[src/rtl/systolic_pe_mac.sv]
// Systolic MAC processing element: forwards operands east/south, accumulates products, drains results down its column.
// Latency: forwarding 1 cycle, product-to-acc 2 cycles, drain to acc_out 2 cycles after FLUSH; no backpressure (free-running).
module systolic_pe_mac #(
  parameter int DATA_W = 8,
  parameter int ACC_W  = 32,
  parameter int SAT_EN = 1,
  parameter int CNT_W  = 16
) (
  input  logic              clk,
  input  logic              rst,
  input  logic              clear,
  input  logic              mode_signed,
  input  logic [DATA_W-1:0] west_data,
  input  logic              west_valid,
  input  logic [DATA_W-1:0] north_data,
  input  logic              north_valid,
  output logic [DATA_W-1:0] east_data,
  output logic              east_valid,
  output logic [DATA_W-1:0] south_data,
  output logic              south_valid,
  input  logic              drain,
  input  logic [ACC_W-1:0]  acc_in,
  input  logic              acc_in_valid,
  output logic [ACC_W-1:0]  acc_out,
  output logic              acc_out_valid,
  output logic [CNT_W-1:0]  mac_count,
  output logic              overflow,
  output logic              protocol_err
);

  typedef enum logic [1:0] {ST_ACC, ST_FLUSH, ST_EMIT, ST_PASS} state_t;

  state_t                r_state;
  logic [DATA_W-1:0]     r_east_data;
  logic                  r_east_valid;
  logic [DATA_W-1:0]     r_south_data;
  logic                  r_south_valid;
  logic [2*DATA_W-1:0]   r_prod;
  logic                  r_prod_s;
  logic                  r_prod_v;
  logic [ACC_W-1:0]      r_acc;
  logic [ACC_W-1:0]      r_acc_out;
  logic                  r_acc_out_valid;
  logic [CNT_W-1:0]      r_mac_count;
  logic                  r_overflow;
  logic                  r_protocol_err;

  logic                  w_fire;
  logic [2*DATA_W-1:0]   w_prod_u;
  logic [2*DATA_W-1:0]   w_prod_s;
  logic [ACC_W-1:0]      w_ext;
  logic [ACC_W:0]        w_sum_s;
  logic [ACC_W:0]        w_sum_u;
  logic                  w_ovf;
  logic [ACC_W-1:0]      w_acc_nxt;

  assign w_fire = west_valid & north_valid & (r_state == ST_ACC) & ~clear;

  // Operands widened to 2*DATA_W first so the truncated product is exact in both modes
  assign w_prod_u = {{DATA_W{1'b0}}, west_data} * {{DATA_W{1'b0}}, north_data};
  assign w_prod_s = {{DATA_W{west_data[DATA_W-1]}}, west_data} *
                    {{DATA_W{north_data[DATA_W-1]}}, north_data};

  assign w_ext   = r_prod_s ? ACC_W'($signed(r_prod)) : ACC_W'(r_prod);
  assign w_sum_s = {r_acc[ACC_W-1], r_acc} + {w_ext[ACC_W-1], w_ext};
  assign w_sum_u = {1'b0, r_acc} + {1'b0, w_ext};
  assign w_ovf   = r_prod_s ? (w_sum_s[ACC_W] ^ w_sum_s[ACC_W-1]) : w_sum_u[ACC_W];

  always_comb begin
    w_acc_nxt = w_sum_u[ACC_W-1:0];
    if (w_ovf && (SAT_EN != 0)) begin
      if (!r_prod_s)
        w_acc_nxt = {ACC_W{1'b1}};
      else if (w_sum_s[ACC_W])
        w_acc_nxt = {1'b1, {(ACC_W-1){1'b0}}};
      else
        w_acc_nxt = {1'b0, {(ACC_W-1){1'b1}}};
    end
  end

  always_ff @(posedge clk or posedge rst) begin
    if (rst) begin
      r_east_data   <= '0;
      r_east_valid  <= 1'b0;
      r_south_data  <= '0;
      r_south_valid <= 1'b0;
    end else begin
      r_east_data   <= west_data;
      r_east_valid  <= west_valid;
      r_south_data  <= north_data;
      r_south_valid <= north_valid;
    end
  end

  always_ff @(posedge clk or posedge rst) begin
    if (rst) begin
      r_state         <= ST_ACC;
      r_prod          <= '0;
      r_prod_s        <= 1'b0;
      r_prod_v        <= 1'b0;
      r_acc           <= '0;
      r_acc_out       <= '0;
      r_acc_out_valid <= 1'b0;
      r_mac_count     <= '0;
      r_overflow      <= 1'b0;
      r_protocol_err  <= 1'b0;
    end else if (clear) begin
      r_state         <= ST_ACC;
      r_prod_v        <= 1'b0;
      r_acc           <= '0;
      r_acc_out_valid <= 1'b0;
      r_mac_count     <= '0;
      r_overflow      <= 1'b0;
      r_protocol_err  <= 1'b0;
    end else begin
      r_prod_v <= w_fire;
      if (w_fire) begin
        r_prod   <= mode_signed ? w_prod_s : w_prod_u;
        r_prod_s <= mode_signed;
      end
      if (r_prod_v) begin
        r_acc <= w_acc_nxt;
        if (r_mac_count != {CNT_W{1'b1}})
          r_mac_count <= r_mac_count + 1'b1;
        if (w_ovf)
          r_overflow <= 1'b1;
      end
      if ((r_state == ST_ACC) && (west_valid ^ north_valid))
        r_protocol_err <= 1'b1;
      case (r_state)
        ST_ACC: begin
          r_acc_out_valid <= 1'b0;
          if (drain)
            r_state <= ST_FLUSH;
        end
        ST_FLUSH: begin
          r_acc_out_valid <= 1'b0;
          r_state         <= ST_EMIT;
        end
        ST_EMIT: begin
          r_acc_out       <= r_acc;
          r_acc_out_valid <= 1'b1;
          r_state         <= ST_PASS;
        end
        ST_PASS: begin
          r_acc_out       <= acc_in;
          r_acc_out_valid <= acc_in_valid;
        end
        default: r_state <= ST_ACC;
      endcase
    end
  end

  assign east_data     = r_east_data;
  assign east_valid    = r_east_valid;
  assign south_data    = r_south_data;
  assign south_valid   = r_south_valid;
  assign acc_out       = r_acc_out;
  assign acc_out_valid = r_acc_out_valid;
  assign mac_count     = r_mac_count;
  assign overflow      = r_overflow;
  assign protocol_err  = r_protocol_err;

endmodule
[config.mk]
export PLATFORM = sky130hd
export DESIGN_NAME = systolic_pe_mac
export DESIGN_NICKNAME = d
export VERILOG_FILES = /design/src/rtl/systolic_pe_mac.sv
export SDC_FILE = /design/constraint.sdc
export NUM_CORES = 1
export LEC_CHECK = 0
export BUFFER_PORTS_ARGS = -buffer_cell sky130_fd_sc_hd__buf_2
export CORE_MARGIN = 5
export CORE_UTILIZATION = 30
export DETAILED_ROUTE_END_ITERATION = 10
export SLEW_MARGIN = 20
export SYNTH_ARGS = -nofsm -noshare
export SYNTH_HDL_FRONTEND = slang
export SYNTH_SLANG_ARGS = --single-unit
[constraint.sdc]
create_clock -name clk -period 4.6 [get_ports clk]
set_input_delay 0.23 -clock clk [delete_from_list [all_inputs] [get_ports clk]]
set_output_delay 0.23 -clock clk [all_outputs]
set_load 0.03 [all_outputs]
==> reports/metrics.csv, run 1 <==
stage;metric;value;unit
synthesis;syn_area_per_cell;9.146;µm²
sta;relative slew slack;56.24;%
synthesis;fraction of registers with async set/reset;100.0;%
critical_path;WP data arrival;4.47;ns
layout;sequential cell area;3028;µm²
clocking;CTS resizes;0;
sta;RSZ-0062 raised after global routing;no;
detailed_routing;Routed Antenna Nets;0;
clocking;H-tree Lvls;4;
layout;area growth from synthesis to layout;17.48;%
critical_path;Setup Crit Path Kind;in -> reg;
synthesis;synth unique cells;68;
sta;fmax;0.2425;GHz
clocking;CTS Sinks;121;
clocking;Clk Tree Root Cell;clkbuf_16;
global_route;vias in the first global route;8985;
synthesis;leading cell types by count after synthesis;inv_1 (166), nand2_1 (150), dfrtp_1 (121), ha_1 (96), fa_1 (86);
floorplan;die area;40610;µm²
floorplan;Initial Utilization;30.20;%
detailed_routing;initial drt markers;438;
global_route;remaining global-route overflow;0;
job;Max Cap Viol;0;
placement;PortBufs;124;
placement;GPL Wtd Cong;0.8242;
layout;# fillers;3733;
clocking;CTS Hold Bufs;8;
synthesis;syn_nets;1441;
synthesis;Synth area leader;dfrtp_1;
global_route;pin count of the biggest net entering global routing;49;
layout;fin nets;1575;
sta;fin. max-slew vios;0;
synthesis;most common cell in the netlist;inv_1;
power;peak supply drop;308.2;µV
sta;setup violators final;0;
sta;Worst Tran Pin Value;0.6562;ns
detailed_routing;drt wl/cell;15.28;µm
power;power per standard cell area;449.8;nW/µm²
layout;multi-input logic area;7173;µm²
outcome;status;completed;
global_route;Total GRT Usage;14.18;%
layout;layout cell share with drive strength beyond 1;17.87;%
synthesis;top cells by area, synth;dfrtp_1 (28%), fa_1 (16%), ha_1 (11%);
synthesis;Seq cells post-synth;121;
sta;Final min period;4.124;ns
clocking;clock latency on the worst-skew pair;0.44;ns
floorplan;core footprint;36430;µm²
detailed_routing;Vias/cell;4.744;
global_route;initial antenna violation count;1;
synthesis;Mapped Area;11000;µm²
critical_path;Worst setup SP type;input port;
clocking;postcts setup bufs;0;
clocking;Inserted Clock Buffers;17;
floorplan;Row Count;70;
synthesis;top cell type's share of synthesized area;27.52;%
global_route;first-pass GRT wire length;46.92;mm
critical_path;WP data required;4.94;ns
clocking;CTS tree;built;
detailed_routing;wirelength, routed;27.76;mm
detailed_routing;Vias;8619;
critical_path;Crit Path Max Fanout;5;
clocking;Clk pin slew, worst setup/hold paths;0.06;ns
floorplan;Die Ht;201.5;µm
synthesis;synth warn;0;
synthesis;synthesized instance count;1203;
worst_hold_path;hold path cells;1;
floorplan;die width;201.5;µm
detailed_routing;drt drc;0;
critical_path;critical path capture point type;flop;
detailed_routing;first drt pass iteration count;4;
critical_path;R2R depth;12;
synthesis;post-synthesis sequential area ratio;27.52;%
sta;crit share post-route;89.65;%
sta;clock skew;0.02344;ns
sta;Final Hold Fails;0;
sta;setup TNS;0;ns
synthesis;Post-synth EDFFs;0;
layout;Antenna diodes;0;
clocking;CTS max path bufs;2;
power;Leakage;6.498;nW
placement;hpwl dp;21.75;mm
synthesis;Synth Flop Type;dfrtp_1;
worst_hold_path;Hold Path Class;in -> reg;
power;Power, Total;0.005814;W
floorplan;IO Pins;125;
per-layer routing:
metal	vias to the layer above	share of wire [%]	global-route usage [%]
met4	2	0.97	3.174
met5	-	0.047	0
met1	4151	48	19.18
li1	4285	-	-
met2	163	47	23.19
met3	18	4.3	3.400
worst max-delay path, stage by stage:
cell	delay, ns
buf_2	0.13
and2_1	0.18
fa_1	0.52
fa_1	0.57
inv_1	0.05
fa_1	0.47
fa_1	0.54
inv_1	0.04
ha_1	0.31
nor2b_1	0.15
o21ai_0	0.18
a21boi_0	0.14
o21ai_0	0.25
a21oi_1	0.14
a31oi_1	0.21
xnor2_1	0.14
a21oi_1	0.08
o21ai_0	0.15
final cells by class:
type | instances | share of cell area [%]
Timing Repair Buffer | 157 | 6.969
Inverter | 167 | 4.869
Clock buffer | 19 | 3.349
Clock inverter | 12 | 1.365
Sequential cell | 121 | 23.42
Multi-Input combinational cell | 873 | 55.49
Tap cell | 468 | 4.530
worst paths after layout:
kind,from,to,slack (ns)
min in group asynchronous,rst,acc_out[9]$_DFFE_PP0P_,0.41
max,west_data[1],r_prod[14]$_DFFE_PP0P_,0.48
min reg2reg,acc_out[26]$_DFFE_PP0P_,acc_out[26]$_DFFE_PP0P_,0.47
max reg2reg,r_prod_s$_DFFE_PP0P_,r_acc[20]$_DFFE_PP0P_,0.67
min,west_data[7],east_data[7]$_DFF_PP0_,0.04
max in group asynchronous,rst,protocol_err$_DFFE_PP0P_,3.14
kinds of logic (layout without fill, tap and decap cells):
kind of cell	Yosys count	after routing	synth area share, %
compound gates	270	270	16.27
xor+xnor	65	65	5.174
simple gates	316	316	13.38
mux	40	40	3.650
buf+inv	209	355	7.437
flops	121	121	27.52
fa+ha+maj	182	182	26.56
through the flow:
step | util (%) | std cells | worst slack, ns | hold slack [ns] | cell area (µm²)
6_report | 35.48 | 1817 | 0.4762 | 0.04041 | 12930
5_1_grt | 35.48 | 1817 | 0.1679 | 0.01826 | 12930
4_1_cts | 35.48 | 1817 | 0.4792 | 0.01706 | 12930
3_5_place_dp | 33.59 | 1778 | 0.01991 | 0.3450 | 12240
3_3_place_gp | 33.59 | 1778 | 0.04423 | 0.3463 | 12240
2_1_floorplan | - | 1203 | 0.2629 | 0.2614 | 11000
state kept, by name, indices dropped and copies added, names as in the netlist, 2 cells and up:
name and flops:
r_prod 16, r_state 2, mac_count 16, r_acc 32, acc_out 32, east_data 8, south_data 8
power breakdown:
group          internal [W]  switching (W)  total [W]
combinational       0.00124        0.00177    0.00301
clock              0.000902       0.000545    0.00145
sequential          0.00124       0.000124    0.00136
cell usage in the layout, fill, tap and decap left out, types with 5 or more instances in the layout:
cell type and instances:
fa_1 86, buf_2 124, dfrtp_1 121, ha_1 95, o21ai_2 31, nand3_1 13
nor2b_1 9, nand2_1 150, nand2b_1 6, mux2i_1 39, xor2_1 31, o21ai_0 73
a211oi_1 10, a31o_2 5, o21bai_1 6, nand4_1 8, clkbuf_16 17, xnor2_1 34
a21oi_1 75, a21o_1 21, dlygate4sd3_1 8, nor2_1 47, o211ai_1 5, nor3_1 13
buf_4 24, and3_1 13, and2_1 40, inv_1 165
Note: power is estimated with default switching activity, not from simulation.
==> inputs of run 2 (changes only) <==
PLACE_DENSITY = 0.56   (was unset)
==> reports/metrics.csv, run 2 (same netlist as run 1, synthesis figures left out) <==
stage;metric;value;unit
critical_path;crit path cell chain;buf_2, and2_1, fa_1, fa_1, inv_1, fa_1, fa_1, inv_1, ha_1, nor2b_1, o21ai_0, a21boi_0, o21ai_0, a21oi_1, a31oi_1, xnor2_1, a21oi_1, o21ai_0;
detailed_routing;initial drt markers;283;
sta;Worst Tran Pin Value;0.8832;ns
critical_path;Setup Crit Path Kind;in -> reg;
clocking;clock latency on the worst-skew pair;0.43;ns
critical_path;WP data arrival;4.46;ns
sta;clock skew;0.01269;ns
layout;sequential cell area;3028;µm²
global_route;Total GRT Usage;13.85;%
clocking;CTS max path bufs;2;
critical_path;worst setup path start;west_data[2];
power;Leakage;6.496;nW
floorplan;core footprint;36430;µm²
sta;fmax;0.2435;GHz
outcome;failing checks;hold timing;
critical_path;R2R depth;12;
critical_path;Slowest-stage cell, CP;fa_1;
sta;setup violators final;0;
placement;hpwl dp;21.63;mm
floorplan;Initial Utilization;30.20;%
sta;WHS;-0.01911;ns
global_route;vias in the first global route;8815;
critical_path;crit-path most repeated cell;fa_1;
global_route;remaining global-route overflow;0;
clocking;Inserted Clock Buffers;17;
critical_path;slowest stage delay, CP;0.56;ns
critical_path;Worst R2R Start;r_prod_s$_DFFE_PP0P_;
clocking;Clk Tree Root Cell;clkbuf_16;
sta;crit share post-route;89.28;%
power;Power, Total;0.005836;W
power;peak supply drop;286.6;µV
layout;layout cell share with drive strength beyond 1;18.16;%
sta;setup TNS;0;ns
global_route;first-pass GRT wire length;45.86;mm
detailed_routing;first drt pass iteration count;5;
sta;Final min period;4.107;ns
critical_path;WP data required;4.95;ns
global_route;initial antenna violation count;0;
detailed_routing;Vias;8486;
worst_hold_path;Hold Path Class;in -> async;
sta;Final Hold Fails;17;
floorplan;die width;201.5;µm
critical_path;r2r setup slk;0.67;ns
layout;multi-input logic area;7173;µm²
power;power per standard cell area;452.0;nW/µm²
critical_path;Crit Path Max Fanout;10;
clocking;postcts setup bufs;0;
layout;area growth from synthesis to layout;17.34;%
clocking;Clk pin slew, worst setup/hold paths;0.06;ns
job;Max Cap Viol;0;
floorplan;Row Count;70;
layout;commonest non-fill, non-tap cell in the layout;inv_1;
clocking;H-tree Lvls;4;
layout;most frequent cells in the layout;inv_1 (165), nand2_1 (150), buf_2 (124), dfrtp_1 (121), ha_1 (95);
critical_path;critical path capture point type;flop;
detailed_routing;wirelength, routed;27.59;mm
floorplan;IO Pins;125;
clocking;CTS resizes;0;
detailed_routing;drt wl/cell;15.19;µm
sta;fin. max-slew vios;0;
clocking;CTS Sinks;121;
detailed_routing;Routed Antenna Nets;0;
sta;relative slew slack;41.12;%
floorplan;Die Ht;201.5;µm
sta;RSZ-0062 raised after global routing;no;
outcome;status;complete, but fails checks;
detailed_routing;Vias/cell;4.670;
critical_path;Critical R2R Capture;r_acc[12]$_DFFE_PP0P_;
layout;Antenna diodes;0;
layout;fin nets;1574;
placement;PortBufs;124;
placement;GPL Wtd Cong;0.8225;
layout;# fillers;3798;
floorplan;die area;40610;µm²
global_route;pin count of the biggest net entering global routing;89;
clocking;CTS tree;built;
detailed_routing;drt drc;0;
critical_path;Worst setup SP type;input port;
[run 2: worst max-delay path by stage]
stage	to	depth (start not counted)	slack, ns
global route	r_prod[14]$_DFFE_PP0P_	17	0.25
CTS	r_prod[14]$_DFFE_PP0P_	18	0.49
finish	r_prod[14]$_DFFE_PP0P_	18	0.49
floorplan	r_prod[14]$_DFFE_PP0P_	17	0.26
global placement	r_prod[14]$_DFFE_PP0P_	17	0.06
detailed placement	r_prod[14]$_DFFE_PP0P_	18	0.02
[run 2: through the flow]
step	cells	worst slack (ns)	cell area (µm²)	utilization, %
final	1817	0.4931	12910	35.44
after global routing	1817	0.2537	12910	35.44
after CTS	1817	0.4881	12910	35.44
after detailed placement	1781	0.01569	12250	33.62
after global placement	1781	0.05678	12250	33.62
after floorplan	1203	0.2629	11000	-
[run 2: worst max-delay path, delay by kind of cell]
| family | cells | cell delay (ns) |
|---|---|---|
| fa+ha+maj | 5 | 2.35 |
| compound gates | 7 | 1.13 |
| simple gates | 2 | 0.31 |
| buf+inv | 3 | 0.25 |
| xor+xnor | 1 | 0.14 |
[run 2: per-layer routing]
layer | global-route usage (%) | part of all wire, % | vias to the layer above
li1 | - | - | 4282
met5 | 0 | 0 | -
met3 | 2.579 | 3.5 | 27
met4 | 4.077 | 1.5 | 0
met1 | 18.54 | 48 | 4034
met2 | 22.94 | 47 | 143
[run 2: final cells by class]
| cell class | count | area share [%] |
|---|---|---|
| clock inverter | 13 | 1.463 |
| multi-input combinational | 873 | 55.56 |
| inverter | 167 | 4.894 |
| sequential | 121 | 23.45 |
| tap | 468 | 4.535 |
| timing repair buffer | 156 | 6.745 |
| clock buffer | 19 | 3.353 |
[run 2: where the power goes]
part	total (W)	switching [W]	leakage (nW)	internal (W)
Combinational	0.00300	0.00176	4.58	0.00124
Sequential	0.00136	0.000124	1.62	0.00124
Clock	0.00148	0.000564	0.299	0.000914
[run 2: what timing repair did]
action | 4_1_cts | 5_1_grt
endpoints found under the setup margin | 0 | 0
hold buffers | 4 | 0
endpoints found under the hold margin | 4 | 0
==> inputs of run 3 (changes only) <==
PLACE_DENSITY = unset   (was 0.56)
PLACE_DENSITY_LB_ADDON = 0.08   (was unset)
==> reports/metrics.csv, run 3 (same netlist as run 1, synthesis figures left out) <==
stage;metric;value;unit
floorplan;die width;201.5;µm
detailed_routing;Vias;8381;
critical_path;WP data arrival;4.51;ns
critical_path;slowest stage delay, CP;0.56;ns
critical_path;Slowest-stage cell, CP;fa_1;
global_route;met2 GRT Util;25.08;%
placement;dpl ws;-0.01629;ns
sta;fin. max-slew vios;0;
clocking;Clk pin slew, worst setup/hold paths;0.05;ns
clocking;Clk Tree Root Cell;clkbuf_16;
layout;commonest non-fill, non-tap cell in the layout;inv_1;
critical_path;crit path cell chain;buf_2, and2_1, fa_1, fa_1, inv_1, fa_1, fa_1, inv_1, ha_1, nor2b_1, o21ai_0, a21boi_0, o21ai_0, a21oi_1, a31oi_1, xnor2_1, a21oi_1, o21ai_0;
placement;Post-DP Area;12310;µm²
clocking;postcts setup bufs;0;
sta;Worst Tran Pin Value;0.8854;ns
floorplan;die area;40610;µm²
critical_path;WP data required;4.95;ns
detailed_routing;drt drc;0;
floorplan;Initial Utilization;30.20;%
critical_path;CP top delay family;adder cells;
global_route;pin count of the biggest net entering global routing;85;
critical_path;Worst setup SP type;input port;
critical_path;CP bufs+invs;3;
layout;fin nets;1582;
job;Max Cap Viol;0;
detailed_routing;wirelength, routed;29.49;mm
power;peak supply drop;286.7;µV
clocking;clock latency on the worst-skew pair;0.43;ns
clocking;CTS Hold Bufs;7;
sta;RSZ-0062 raised after global routing;no;
sta;clock skew;0.007980;ns
clocking;CTS resizes;0;
layout;Layout Cells excl Fill;1820;
layout;area growth from synthesis to layout;17.20;%
layout;most frequent cells in the layout;inv_1 (165), nand2_1 (150), buf_2 (124), dfrtp_1 (121), ha_1 (95);
clocking;CTS max path bufs;2;
critical_path;critical path capture point type;flop;
sta;fmax;0.2401;GHz
outcome;status;completed;
global_route;grt peak-use layer;met2;
global_route;vias in the first global route;8936;
placement;hpwl dp;23.47;mm
sta;crit share post-route;90.56;%
detailed_routing;Vias/cell;4.605;
placement;PortBufs;124;
detailed_routing;Routed Antenna Nets;0;
sta;relative slew slack;40.97;%
sta;Final min period;4.166;ns
floorplan;Die Ht;201.5;µm
floorplan;core footprint;36430;µm²
floorplan;IO Pins;125;
global_route;met3 Track Usage GR;3.014;%
global_route;remaining global-route overflow;0;
layout;# fillers;3854;
layout;layout cell share with drive strength beyond 1;18.05;%
detailed_routing;initial drt markers;220;
critical_path;Setup Crit Path Kind;in -> reg;
critical_path;crit-path most repeated cell;fa_1;
clocking;CTS tree;built;
global_route;Total GRT Usage;14.97;%
power;power per standard cell area;439.0;nW/µm²
power;Leakage;6.498;nW
floorplan;Row Count;70;
global_route;first-pass GRT wire length;48.83;mm
worst_hold_path;Hold Path Class;in -> reg;
layout;Antenna diodes;0;
detailed_routing;drt wl/cell;16.21;µm
placement;# placed instances;1786;
sta;Final Hold Fails;0;
sta;slack of the critical path;0.4344;ns
sta;setup violators final;0;
layout;post-route cell area;12900;µm²
clocking;CTS Sinks;121;
placement;GPL Wtd Cong;0.7470;
clocking;Inserted Clock Buffers;17;
global_route;initial antenna violation count;1;
detailed_routing;first drt pass iteration count;4;
global_route;met1 usage;20.04;%
clocking;H-tree Lvls;4;
critical_path;Crit Path Max Fanout;7;
==> run 3: changes by cell type in the layout (fill, tap and decap cells not counted), moves of 3 or more <==
cell           previous run  this run
bufinv_16                 4         1
dlygate4sd3_1             4         7
inv_6                     6         1
buf_4                    28        31
==> run 3: area by class of cell <==
type | count | area (µm²) | area share (%)
Inverter | 167 | 631.9 | 4.900
Timing Repair Buffer | 164 | 963.4 | 7.471
Clock inverter | 5 | 50.05 | 0.3881
Sequential cell | 121 | 3028 | 23.48
Tap cell | 468 | 585.6 | 4.541
Clock buffer | 22 | 464.2 | 3.599
Multi-Input combinational cell | 873 | 7173 | 55.62
==> run 3: per-stage QoR <==
step	total power [W]	hold WS, ns	util (%)	TNS (ns)
final	0.005661	0.03958	35.39	0
after detailed placement	0.004498	0.3814	33.79	-0.01629
after floorplan	0.003701	0.2614	-	0
after global routing	0.006247	0.008507	35.39	0
after CTS	0.005792	0.01053	35.39	0
after global placement	0.004496	0.3776	33.79	0
==> run 3: final timing paths <==
| kind | to | cells past startpoint | slack (ns) | from |
|---|---|---|---|---|
| hold / removal | south_data[6]$_DFF_PP0_ | 1 | 0.04 | north_data[6] |
| setup / recovery | r_prod[14]$_DFFE_PP0P_ | 18 | 0.43 | west_data[1] |
| min in group asynchronous | east_data[6]$_DFF_PP0_ | 3 | 0.51 | rst |
| max in group asynchronous | mac_count[5]$_DFFE_PP0P_ | 4 | 2.95 | rst |
| hold reg to reg | acc_out[26]$_DFFE_PP0P_ | 2 | 0.47 | acc_out[26]$_DFFE_PP0P_ |
| setup reg to reg | r_acc[13]$_DFFE_PP0P_ | 12 | 0.65 | r_acc[0]$_DFFE_PP0P_ |
==> run 3: power breakdown <==
group          switching [W]  total [W]  internal, W
combinational        0.00179    0.00306      0.00127
sequential          0.000130    0.00137      0.00124
clock               0.000481    0.00123     0.000751
total                0.00240    0.00566      0.00326
==> run 3: layer usage <==
layer	part of all wire (%)	wire length (µm)
met5	0.024	7
met4	0.98	288
met3	2.5	744
met2	49	14320
met1	48	14130
